### config.mk
export PLATFORM = sky130hd
export DESIGN_NAME = dca_matrix_step_sequencer
export DESIGN_NICKNAME = d
export VERILOG_FILES = /design/src/rtl/dca_matrix_step_sequencer.sv
export SDC_FILE = /design/constraint.sdc
export NUM_CORES = 1
export LEC_CHECK = 0
export BUFFER_PORTS_ARGS = -buffer_cell sky130_fd_sc_hd__buf_4
export CORE_ASPECT_RATIO = 0.75
export CORE_MARGIN = 1.5
export CORE_UTILIZATION = 31
export CTS_BUF_LIST = sky130_fd_sc_hd__clkbuf_2
export CTS_CLUSTER_SIZE = 40
export DETAILED_ROUTE_END_ITERATION = 10
export GPL_TIMING_DRIVEN = 0
export PLACE_DENSITY = 0.75
export SLEW_MARGIN = 10
export SYNTH_ARGS = -nofsm -noshare
export SYNTH_HDL_FRONTEND = slang
export SYNTH_SLANG_ARGS = --single-unit
### constraint.sdc
create_clock -name clk -period 2.02 [get_ports clk]
set_input_delay 0.202 -clock clk [delete_from_list [all_inputs] [get_ports clk]]
set_output_delay 0.202 -clock clk [all_outputs]
set_load 0.05 [all_outputs]
### src/rtl/dca_matrix_step_sequencer.sv
// dca_matrix_step_sequencer: issues matrix steps to the MAC array once load/store LSUs are ready, tracks store credits.
// Optional DCA_STEP_SEQ_PERF_EN adds saturating busy/stall cycle counters.
module dca_matrix_step_sequencer #(
   parameter int MATRIX_SIZE_PARA = 8,
   parameter int NUM_LD_LSU       = 2,
   parameter int STORE_DEPTH      = 4,
   localparam int NUM_ROW   = MATRIX_SIZE_PARA,
   localparam int NUM_COL   = MATRIX_SIZE_PARA,
   localparam int BW_OPCODE = NUM_LD_LSU + 3,
   localparam int BW_INST   = NUM_ROW + NUM_COL + 1 + BW_OPCODE,
   localparam int BW_CRD    = $clog2(STORE_DEPTH + 1)
) (
   input  logic                  clk,
   input  logic                  rst,
   input  logic                  clear_i,
   input  logic                  enable_i,
   output logic                  busy_o,
   input  logic                  inst_valid_i,
   input  logic [BW_INST-1:0]    inst_i,
   output logic                  inst_ready_o,
   input  logic [NUM_LD_LSU-1:0] ld_ready_i,
   output logic [NUM_LD_LSU-1:0] ld_req_o,
   input  logic                  st_ready_i,
   output logic                  st_push_o,
   input  logic                  st_done_i,
   input  logic                  acc_ready_i,
   output logic                  cal_valid_o,
   output logic [BW_INST-1:0]    cal_inst_o,
   input  logic                  cal_done_i,
   output logic                  last_done_o
`ifdef DCA_STEP_SEQ_PERF_EN
   ,
   output logic [31:0]           perf_busy_cycles_o,
   output logic [31:0]           perf_stall_cycles_o
`endif
);
   typedef enum logic [1:0] {IDLE, CAL, DRAIN} state_t;
   state_t state_q, state_d;
   logic [BW_CRD-1:0] credit_q, credit_d;
   logic op_no_cal, op_st, op_acc, op_last;
   logic [NUM_LD_LSU-1:0] op_ld;
   logic is_idle, st_ok, acc_ok, issue, bypass, cal_fin, drain_fin, st_dec;
   // opcode layout: {LOAD_ACC, STORE, LD[NUM_LD_LSU-1:0], NO_CAL}
   assign op_no_cal = inst_i[0];
   assign op_ld     = inst_i[NUM_LD_LSU:1];
   assign op_st     = inst_i[NUM_LD_LSU+1];
   assign op_acc    = inst_i[NUM_LD_LSU+2];
   assign op_last   = inst_i[BW_OPCODE];
   assign is_idle   = state_q == IDLE;
   assign st_ok     = ~op_st | ((credit_q < BW_CRD'(STORE_DEPTH)) & st_ready_i);
   assign acc_ok    = ~op_acc | acc_ready_i;
   assign issue     = is_idle & inst_valid_i & ~op_no_cal & (&(ld_ready_i | ~op_ld)) & st_ok & acc_ok & enable_i;
   assign bypass    = is_idle & inst_valid_i & op_no_cal & acc_ok & enable_i;
   assign cal_fin   = (state_q == CAL) & cal_done_i & enable_i;
   // the final st_done of a drain may land in the same cycle as the exit decision
   assign drain_fin = (state_q == DRAIN) & enable_i & ((credit_q == '0) | ((credit_q == BW_CRD'(1)) & st_done_i));
   assign st_dec    = st_done_i & (credit_q != '0);
   assign busy_o       = ~is_idle;
   assign cal_valid_o  = issue;
   assign ld_req_o     = issue ? op_ld : '0;
   assign inst_ready_o = bypass | cal_fin;
   assign st_push_o    = cal_fin & op_st;
   assign last_done_o  = drain_fin;
   assign cal_inst_o   = inst_i;
   always_comb begin
      state_d  = issue ? CAL : cal_fin ? (op_last ? DRAIN : IDLE) : drain_fin ? IDLE : state_q;
      credit_d = credit_q + BW_CRD'(st_push_o) - BW_CRD'(st_dec);
   end
   always_ff @(posedge clk) begin
      if (rst | clear_i) begin
         state_q  <= IDLE;
         credit_q <= '0;
      end else begin
         state_q  <= state_d;
         credit_q <= credit_d;
      end
   end
`ifdef SEQ_ASSERT
   a_st_done_underflow: assert property (@(posedge clk) disable iff (rst || clear_i) !(st_done_i && credit_q == '0));
`endif
`ifdef DCA_STEP_SEQ_PERF_EN
   logic [31:0] perf_busy_q, perf_stall_q;
   logic stall;
   assign stall = is_idle & inst_valid_i & ~issue & ~bypass;
   always_ff @(posedge clk) begin
      if (rst | clear_i) begin
         perf_busy_q  <= '0;
         perf_stall_q <= '0;
      end else begin
         perf_busy_q  <= perf_busy_q + {31'b0, busy_o & (perf_busy_q != '1)};
         perf_stall_q <= perf_stall_q + {31'b0, stall & (perf_stall_q != '1)};
      end
   end
   assign perf_busy_cycles_o  = perf_busy_q;
   assign perf_stall_cycles_o = perf_stall_q;
`endif
endmodule

# After elaboration in Yosys (flattened, before gate mapping)
# Cells that the tools add are included.
# totals
mem_count	0
output_inout_bits	29
ff_bits	5
elab_cells	49
in_bits	33
ram_bits	0
mem_bits_ro	0
latchBits	0
# classes
mul	0
reduce_logical	7
muxes	5
magnitude_cmp	1
n_eq_ne	3
div_mod_pow	0
bitwise	28
shift	0
n_addsub	2
# op_table
operator	n
$and A1 B1 Y1	17
$mux W2	4
$reduce_bool A3 Y1	2
$or A1 B1 Y1	5
$not A1 Y1	4
$add A3 B1 Y3	1
$eq A3 B1 Y1 const B	1
$logic_not A3 Y1	1
$lt A3 B3 Y1 const B	1
$sub A3 B1 Y3	1
$eq A2 B1 Y1 const B	1
$eq A2 B2 Y1 const B	1
$logic_not A2 Y1	1
$not A2 Y2	1
$or A2 B2 Y2	1
$reduce_and A2 Y1	1
$reduce_bool A2 Y1	1
$reduce_or A2 Y1	1
$mux W1	1

# Depth between registers and ports, before layout
# Gate-level depths: netlist (run 1).
# logic_depth
ltp_word	8
mapped_depth	9
depth_no_buf	9

# Worst setup path before layout (run 1)
# Ideal clock, no wire load.
# synth_path
kind	flip-flop to flip-flop
startpoint	reg state_q[1]
endpoint	reg credit_q[2]
t_arrival_ns	2.037
setup_ns	0.078
n_path_buf	0
setup_slack_ns	-0.095
synth_period_minus_slack_ns	2.115
required_ns	1.942
path_stages_with_launch	10
path_cell_list	dfxtp_1 -> inv_1 -> and4_1 -> and2_1 -> ha_1 -> inv_1 -> fa_1 -> xor2_1 -> xnor2_1 -> nor3_1
# synth_between
elab_chain_cells	6
# synth_lines
element	line_no	source
start, declared	38	state_t state_q, state_d;
start signal, assigned	74	state_q <= state_d;
$eq A2 B1 Y1	54	assign cal_fin = (state_q == CAL) & cal_done_i & enable_i;
$and A1 B1 Y1 (2 in series)	54	
$and A1 B1 Y1	62	assign st_push_o = cal_fin & op_st;
net st_push_o	24	output logic st_push_o,
$add A3 B1 Y3	67	credit_d = credit_q + BW_CRD'(st_push_o) - BW_CRD'(st_dec);
$sub A3 B1 Y3	67	
end signal, assigned	75	credit_q <= credit_d;
end, declared	39	logic [BW_CRD-1:0] credit_q, credit_d;
# The timed path passes the listed nets, and every way through them passes these cells.
# A chain may end at the register's enable or synchronous reset.

# Worst setup path after layout (run 1)
# layout_path
startpoint	reg credit_q[1]
endpoint	reg credit_q[2]
# layout_between
elab_chain_cells	3
word_cells_on_any_way	4
cone_classes	2 x add/sub; 1 x bitwise; 1 x reduce/logical
# layout_lines
element	line_no
branches (longest 2 deep; another with $add A3 B1 Y3)	n/a
$sub A3 B1 Y3 *	67
# Mark *: on every way between the ends.

==> flow_summary.toml, run 1 <==
[worst_setup_path]
crit_type = "reg -> reg"
startpoint_type = "flop"
crit_arrival_ns = 2.06
path_max_fanout = 4
reg2reg_depth = 9
critPathCaptureType = "flop"
r2r_slack_ns = 0.06
cp.required_ns = 2.12

[logic_synthesis]
synth.avg_cell_area_um2 = 8.39
synth_top_area_share_pct = 30.8
yosysMostFrequentCell = "buf_4"
synthCells = 64
ys_top_cells_by_area = "buf_4 31%, dfxtp_1 19%, inv_1 5.6%"
synth_warnings = 0
ys_ff_latch = 5
synth_fp_nets = 100
synth_area_leader_cell = "buf_4"
ys_async_sr_fraction_pct = 0
ys_seq_area_share_pct = 18.6
synth-edff-count = 0
yosys-top-cells-count = "22 x buf_4, 8 x inv_1, 5 x dfxtp_1, 3 x nor2_1, 3 x nor3_1"
synthFlopType = "dfxtp_1"
yosysUniqueCellTypes = 27
syn_area_um2 = 537

[grt]
grt_pass1_vias = 407
grt_pass1_wl_um = 1660
grt-ovfl-total = 0
antenna_found_initial = 0
grt_max_degree = 6
grt_use_total_pct = 11.6

[pwr]
switching_share_pct = 40.3
ir_drop_uv = 284
pwr-share-seq_pct = 24.8
clkPwrFrac_pct = 23.2
p_comb_share_pct = 52.0
p_switching_mw = 0.159
power.density_nw_per_um2 = 422
p_leak_nw = 0.520
p_int_mw = 0.236

[die]
num_rows = 12
ios = 62
core_area_um2 = 1550
start_util_pct = 34.7
die_area_um2 = 1990
die_x_um = 51.1
dieHeight_um = 39.0

[placed_design]
io_buffers = 45
gp_congestion = 0.758
hpwl_um = 1070
placed_cell_area_um2 = 902

[finish]
drive_above_1_share_pct = 71.1
fin_area_um2 = 937
nNetsFinal = 151
areaGrowthSynthToFinish_pct = 74.6
diodes = 0

[route]
dr.pass1.iters = 2
avgRoutedWirePerCell_um = 9.00
wl_um = 1220
vias_per_cell = 4.04
num_vias = 546
drt-initial-drc-count = 3
drc_errors = 0
drt.antenna.violating_nets = 0

[min_path]
whs_path_depth = 2
min_path_type = "in -> reg"

[timing]
final.setup.tns_ns = 0
rsz0062_at_grt = "false"
finalClockSkew_ns = 0.000827
max_freq_mhz = 509
timing.final.crit_share_pct = 97.2
period_minus_slack_ns = 1.96
timing.slew.headroom_pct = 80.4
hold_viol_final = 0
setup_viol = 0
tightest_slew_ns = 0.295
slew_viol_final = 0

[cts]
cts.sinks = 5
cts_buffers = 3
holdBufCountCts = 0
clk_pin_slew_ns = 0.05
cts_tree = "built"
clock_insertion_delay_worst_skew_ns = 0.21
cts_max_path_buffers = 2
h-tree-depth = 1
clockRootBuffer = "clkbuf_2"

[status]
status = "completed"

[job]
max_cap_violations = 0
[path summary, 6_finish.rpt]
| check | from | endpoint |
|---|---|---|
| setup / recovery | credit_q[1] | credit_q[2] |
| hold / removal | rst | credit_q[1] |
| setup reg to reg | credit_q[1] | credit_q[2] |
| hold reg to reg | state_q[0] | state_q[0] |
[power by group through the flow]
stage	Sequential, mW	Clock (mW)	Combinational, mW
after floorplan	0.101	0	0.139
after global placement	0.101	0	0.205
after detailed placement	0.101	0	0.207
after CTS	0.0992	0.0993	0.207
after global routing	0.0978	0.107	0.215
final	0.0979	0.0919	0.206
[cells by family (layout without fill, tap and decap cells)]
| family | count (synthesis) | after routing | share of synthesized area [%] |
|---|---|---|---|
| AO/OA/AOI/OAI | 9 | 9 | 14.2 |
| XOR/XNOR | 2 | 2 | 3.26 |
| adder cells (fa/ha/maj) | 3 | 3 | 8.39 |
| buffers and inverters | 32 | 82 | 40.3 |
| flip-flops | 5 | 5 | 18.6 |
| AND/OR/NAND/NOR | 13 | 13 | 15.2 |
[worst max-delay path, cell delays in order (launching register included)]
cell	delay, ns
dfxtp_4	0.36
o31a_1	0.28
ha_1	0.27
inv_1	0.05
ha_1	0.12
inv_1	0.05
fa_2	0.33
xor2_1	0.15
xnor2_1	0.18
nor3_1	0.06
[cells in the final DEF (no fill, tap or decap), types with 2 or more instances in the layout]
cell,n
clkbuf_2,4
buf_4,68
nor2_1,3
nor3_1,3
ha_1,2
dfxtp_1,3
inv_1,8
[through the flow]
step	utilization, %	hold slack, ns	std cells	setup WS [ns]	total power, mW
final	60.6	0.178	135	0.0570	0.395
after global routing	60.6	0.167	135	0.0141	0.420
after CTS	60.3	0.159	135	0.00801	0.405
after detailed placement	58.3	0.404	130	0.0135	0.308
after global placement	58.3	0.398	130	0.0264	0.307
after floorplan	-	0.267	64	0.0805	0.240
[state kept, by name, summed over array words and instances (netlist names)]
signal,count
credit_q,3
state_q,2
[repair_timing]
item	in CTS	in global routing
pin swaps	1	1
buffers inserted	1	0
gates cloned	0	0
endpoints found under the setup margin	1	1
resized for setup	2	2
[area by class of cell]
type / instances / area [um^2]
clock buffers: 4 / 20.0
flip-flops and latches: 5 / 105
inverters: 10 / 51.3
repair buffers: 46 / 345
plain buffers: 22 / 165
well taps: 21 / 26.3
multi-input cells: 27 / 224
fillers: 138 / 609
[layer usage]
metal  global-route usage (%)  wire length (um)  part of all wire (%)
met1                     13.7               469                    39
met2                     19.5               565                    47
met3                     3.10               180                    15
met4                     6.08                 0                     0
met5                        0                 0                     0
Note: power is estimated with default switching activity, not from simulation.
==> run 2: changes to the inputs <==
CORE_MARGIN = default   (was 1.5)
PLACE_DENSITY = default   (was 0.75)
PLACE_DENSITY_LB_ADDON = 0.12   (was default)
==> run 2 against run 1 <==
Against the previous run: fmax is 0.51% higher; core utilization increased by 0.65 points; clock power increased by 1%; non-clock buffer count up 1; combinational power about the same; clock skew increased by 0.00090 ns; final cell count is 0.74% higher; via count is 0.92% higher; routed wire length rose by 8.6%; setup slack improved by 0.010 ns; first-iteration DRC count increased to 3.3 times the previous value.
==> flow_summary.toml, run 2 (same netlist as run 1, synthesis figures left out) <==
[min_path]
min_path_type = "in -> reg"

[worst_setup_path]
cp_slowest_cell = "dfxtp_4"
critPathTopFamily = "adder cells"
crit-reg2reg-launch = "credit_q[1]"
r2r_slack_ns = 0.07
rr_endpoint = "credit_q[2]"
cp.required_ns = 2.14
cp_cell_sequence = "o31a_1 > ha_1 > inv_1 > ha_1 > inv_1 > fa_2 > xor2_1 > xnor2_1 > nor3_1"
crit_end = "credit_q[2]"
critical-path-max-stage-delay_ns = 0.34
worst-path-stages = 9
crit_type = "reg -> reg"
path_max_fanout = 2
crit_arrival_ns = 2.07
startpoint_type = "flop"
critPathLaunch = "credit_q[1]"
cp_num_buf_inv = 2
critPathCaptureType = "flop"
reg2reg_depth = 9

[route]
avgRoutedWirePerCell_um = 9.70
dr.pass1.iters = 2
num_vias = 551
wl_um = 1320
vias_per_cell = 4.05
drc_errors = 0
drt.antenna.violating_nets = 0
drt-initial-drc-count = 10

[finish]
drive_above_1_share_pct = 71.3
fill_cells = 147
reg_top3 = "credit_q (3), state_q (2)"
areaGrowthSynthToFinish_pct = 76.5
nNetsFinal = 152
fin_area_um2 = 947
diodes = 0
largest_register = "credit_q"
final_cell_mix = "69 x buf_4, 8 x inv_1, 4 x clkbuf_2"
mostFrequentLayoutCell = "buf_4"
largest_reg_flops = 3

[grt]
grt_pass1_wl_um = 1870
grt-ovfl-total = 0
grt_use_total_pct = 13.0
grt_max_degree = 6
antenna_found_initial = 0
grt_pass1_vias = 433

[cts]
cts_buffers = 3
clock_insertion_delay_worst_skew_ns = 0.21
cts_tree = "built"
clockRootBuffer = "clkbuf_2"
cts_max_path_buffers = 2
clk_pin_slew_ns = 0.06
h-tree-depth = 1
cts.sinks = 5

[die]
start_util_pct = 34.7
ios = 62
die_area_um2 = 1900
core_area_um2 = 1550
num_rows = 12
die_x_um = 50.1
dieHeight_um = 38.0

[timing]
timing.slew.headroom_pct = 80.8
max_freq_mhz = 512
tightest_slew_ns = 0.287
hold_viol_final = 0
finalWorstSetupSlack_ns = 0.0671
slew_viol_final = 0
finalClockSkew_ns = 0.00173
rsz0062_at_grt = "true"
period_minus_slack_ns = 1.95
timing.final.crit_share_pct = 96.7
setup_viol = 0

[pwr]
power.density_nw_per_um2 = 418
ir_drop_uv = 292
p_leak_nw = 0.526

[placed_design]
pre_cts_ws_ns = -0.0115
placed_cell_area_um2 = 902
io_buffers = 45
hpwl_um = 1140
gp_congestion = 0.726

[job]
max_cap_violations = 0

[status]
status = "completed"
==> run 2: worst min-delay path by stage <==
stage / startpoint / to / slack, ns / cells past startpoint
global placement: rst / state_q[0] / 0.40 / 2
finish: rst / state_q[0] / 0.17 / 2
detailed placement: rst / state_q[0] / 0.40 / 2
CTS: rst / state_q[0] / 0.16 / 2
floorplan: rst / state_q[0] / 0.27 / 1
global route: rst / state_q[0] / 0.17 / 2
==> run 2: worst register-to-register path, stage by stage, from the launching register on <==
cell	delay, ns
dfxtp_4	0.34
o31a_1	0.27
ha_1	0.27
inv_1	0.05
ha_1	0.13
inv_1	0.05
fa_2	0.33
xor2_1	0.16
xnor2_1	0.13
nor3_1	0.15
==> run 2: where the power goes <==
part / internal [mW] / leakage (nW) / switching, mW
clock: 0.0525 / 0.0166 / 0.0407
combinational: 0.0860 / 0.468 / 0.120
sequential: 0.0963 / 0.0419 / 0.000310
total: 0.235 / 0.526 / 0.161
==> run 2: timing repair <==
action                     CTS  global route
resized for setup            5             0
buffers inserted             2             0
pin swaps                    2             1
hold buffers                 0             0
setup endpoints to repair    1             1
==> run 2: final cells by class <==
| class | count | area [um^2] | share of cell area, % |
|---|---|---|---|
| clock buffer | 4 | 20.0 | 2.11 |
| inverter | 10 | 51.3 | 5.42 |
| tap | 21 | 26.3 | 2.77 |
| timing repair buffer | 47 | 353 | 37.3 |
| buffer | 22 | 165 | 17.4 |
| sequential | 5 | 108 | 11.4 |
| multi-input combinational | 27 | 224 | 23.6 |
==> run 2: metrics by stage <==
stage,util (%),std cells,setup TNS [ns],hold WS (ns),power (mW)
after floorplan,-,64,0,0.267,0.240
after global placement,58.3,130,0,0.399,0.307
after detailed placement,58.3,130,-0.0115,0.400,0.308
after CTS,61.2,136,0,0.163,0.399
after global routing,61.2,136,-0.0496,0.166,0.414
final,61.2,136,0,0.173,0.395
==> run 2: per-layer routing <==
metal / global-route usage (%) / wire length, um / share of wire [%] / vias up
met4: 6.43 / 0 / 0 / 0
li1: - / - / - / 289
met2: 23.3 / 628 / 48 / 32
met3: 1.59 / 146 / 11 / 0
met5: 0 / 0 / 0 / -
met1: 15.6 / 544 / 41 / 230
==> run 3: changes to the inputs <==
--- a/config.mk
+++ b/config.mk
@@ -8,2 +8,3 @@
 export BUFFER_PORTS_ARGS = -buffer_cell sky130_fd_sc_hd__buf_4
+export CAP_MARGIN = 20
 export CORE_ASPECT_RATIO = 0.75
--- a/constraint.sdc
+++ b/constraint.sdc
@@ -3,2 +3,2 @@
 set_output_delay 0.202 -clock clk [all_outputs]
-set_load 0.05 [all_outputs]
+set_load 0.1 [all_outputs]
==> run 3 against run 2 <==
Against the previous run: worst hold slack improved by 0.0068 ns; sequential share of layout area fell by 0.21 points; cell area up 1.8%; sequential cell count stayed put; die area stayed put; power rose by 23%.
==> flow_summary.toml, run 3 (same netlist as run 1, synthesis figures left out) <==
[status]
status = "completed"

[finish]
drive_above_1_share_pct = 72.6
mostFrequentLayoutCell = "buf_4"
final_cell_mix = "71 x buf_4, 8 x inv_1, 4 x clkbuf_2"
areaGrowthSynthToFinish_pct = 79.7
nNetsFinal = 154
largest_register = "credit_q"
multi_input_area_um2 = 226
ff_latch_area_um2 = 108
diodes = 0
largest_reg_flops = 3
fill_cells = 138
postLayoutCoreUtil_pct = 62.4
reg_top3 = "credit_q (3), state_q (2)"

[worst_setup_path]
reg2reg_depth = 9
r2r_slack_ns = 0.06
critPathLaunch = "credit_q[2]"
path_max_fanout = 3
rr_endpoint = "credit_q[2]"
crit_arrival_ns = 2.09
crit-reg2reg-launch = "credit_q[2]"
crit_type = "reg -> reg"
critPathCaptureType = "flop"
startpoint_type = "flop"
crit_end = "credit_q[2]"
cp.required_ns = 2.15

[route]
avgRoutedWirePerCell_um = 9.03
dr.pass1.iters = 2
top_layer_used = "met3"
num_vias = 556
drt-initial-drc-count = 2
wl_met1_um = 479
wl_met2_um = 597
wl_um = 1250
drt.antenna.violating_nets = 0
met3WireLength_um = 168
drc_errors = 0
vias_per_cell = 4.03

[timing]
timing.final.crit_share_pct = 97.1
max_freq_mhz = 510
worst_hold_slack_ns = 0.180
hold_viol_final = 0
finalWorstSetupSlack_ns = 0.0576
finalClockSkew_ns = 0.00379
slew_viol_final = 0
tightest_slew_ns = 0.311
setup_viol = 0
timing.slew.headroom_pct = 79.3
final.setup.tns_ns = 0
period_minus_slack_ns = 1.96
rsz0062_at_grt = "true"

[placed_design]
pre_cts_ws_ns = 0.0113
gp_congestion = 0.743
hpwl_um = 1050
io_buffers = 45

[die]
ios = 62
die_area_um2 = 1900
die_x_um = 50.1
dieHeight_um = 38.0
core_area_um2 = 1550
start_util_pct = 34.7
num_rows = 12

[grt]
grt_pass1_wl_um = 1850
antenna_found_initial = 0
grt-ovfl-total = 0
grt_use_total_pct = 13.1
grt_max_degree = 6
grt_pass1_vias = 454

[cts]
cts_max_path_buffers = 2
cts.sinks = 5
clock_insertion_delay_worst_skew_ns = 0.21
cts_tree = "built"
cts_buffers = 3
clockRootBuffer = "clkbuf_2"
clk_pin_slew_ns = 0.05
h-tree-depth = 1
holdBufCountCts = 0

[pwr]
power.density_nw_per_um2 = 506
finalPower_mw = 0.488
p_leak_nw = 0.536
ir_drop_uv = 362

[job]
max_cap_violations = 0

[min_path]
min_path_type = "in -> reg"
-- run 3: cell types whose count changed in the layout (fill, tap and decap cells not counted), sizes merged --
cell / before / now
buf: 69 / 71
-- run 3: per-layer routing --
metal	vias to the layer above	track usage [%]
li1	293	-
met1	231	15.3
met2	32	20.3
met3	0	4.76
met4	0	8.57
met5	-	0
-- run 3: what timing repair did --
| item | CTS | global route |
|---|---|---|
| buffers inserted | 0 | 4 |
| setup endpoints to repair | 1 | 1 |
| pin swaps | 0 | 1 |
| gates resized for setup | 2 | 3 |
-- run 3: worst min path at each step --
stage             endpoint  startpoint  slack, ns  cells past startpoint
6_report       credit_q[1]         rst       0.18                      2
5_1_grt        credit_q[1]         rst       0.17                      2
2_1_floorplan   state_q[0]         rst       0.27                      1
3_3_place_gp    state_q[0]         rst       0.40                      2
3_5_place_dp    state_q[0]         rst       0.40                      2
4_1_cts        credit_q[1]         rst       0.17                      2
-- run 3: critical path, cell delays in order (launching register included) --
cell	delay, ns
dfxtp_4	0.34
o31a_1	0.29
ha_1	0.27
inv_1	0.06
ha_1	0.13
inv_1	0.05
fa_2	0.33
xor2_1	0.15
xnor2_1	0.13
nor3_1	0.15
-- run 3: report_power, final --
part / internal [mW] / switching, mW
Sequential: 0.0964 / 0.000286
Clock: 0.0523 / 0.0373
Combinational: 0.0860 / 0.216
-- run 3: cell type report --
class	instances	share of cell area (%)
plain buffers	22	17.1
multi-input cells	27	23.5
clock buffers	4	2.08
well taps	21	2.72
inverters	10	5.32
repair buffers	49	38.1
flip-flops and latches	5	11.2
-- run 3: stage by stage --
step	instances	area (um^2)
after CTS	134	927
final	138	965
after floorplan	64	541
after global routing	138	965
after detailed placement	130	905
after global placement	130	905
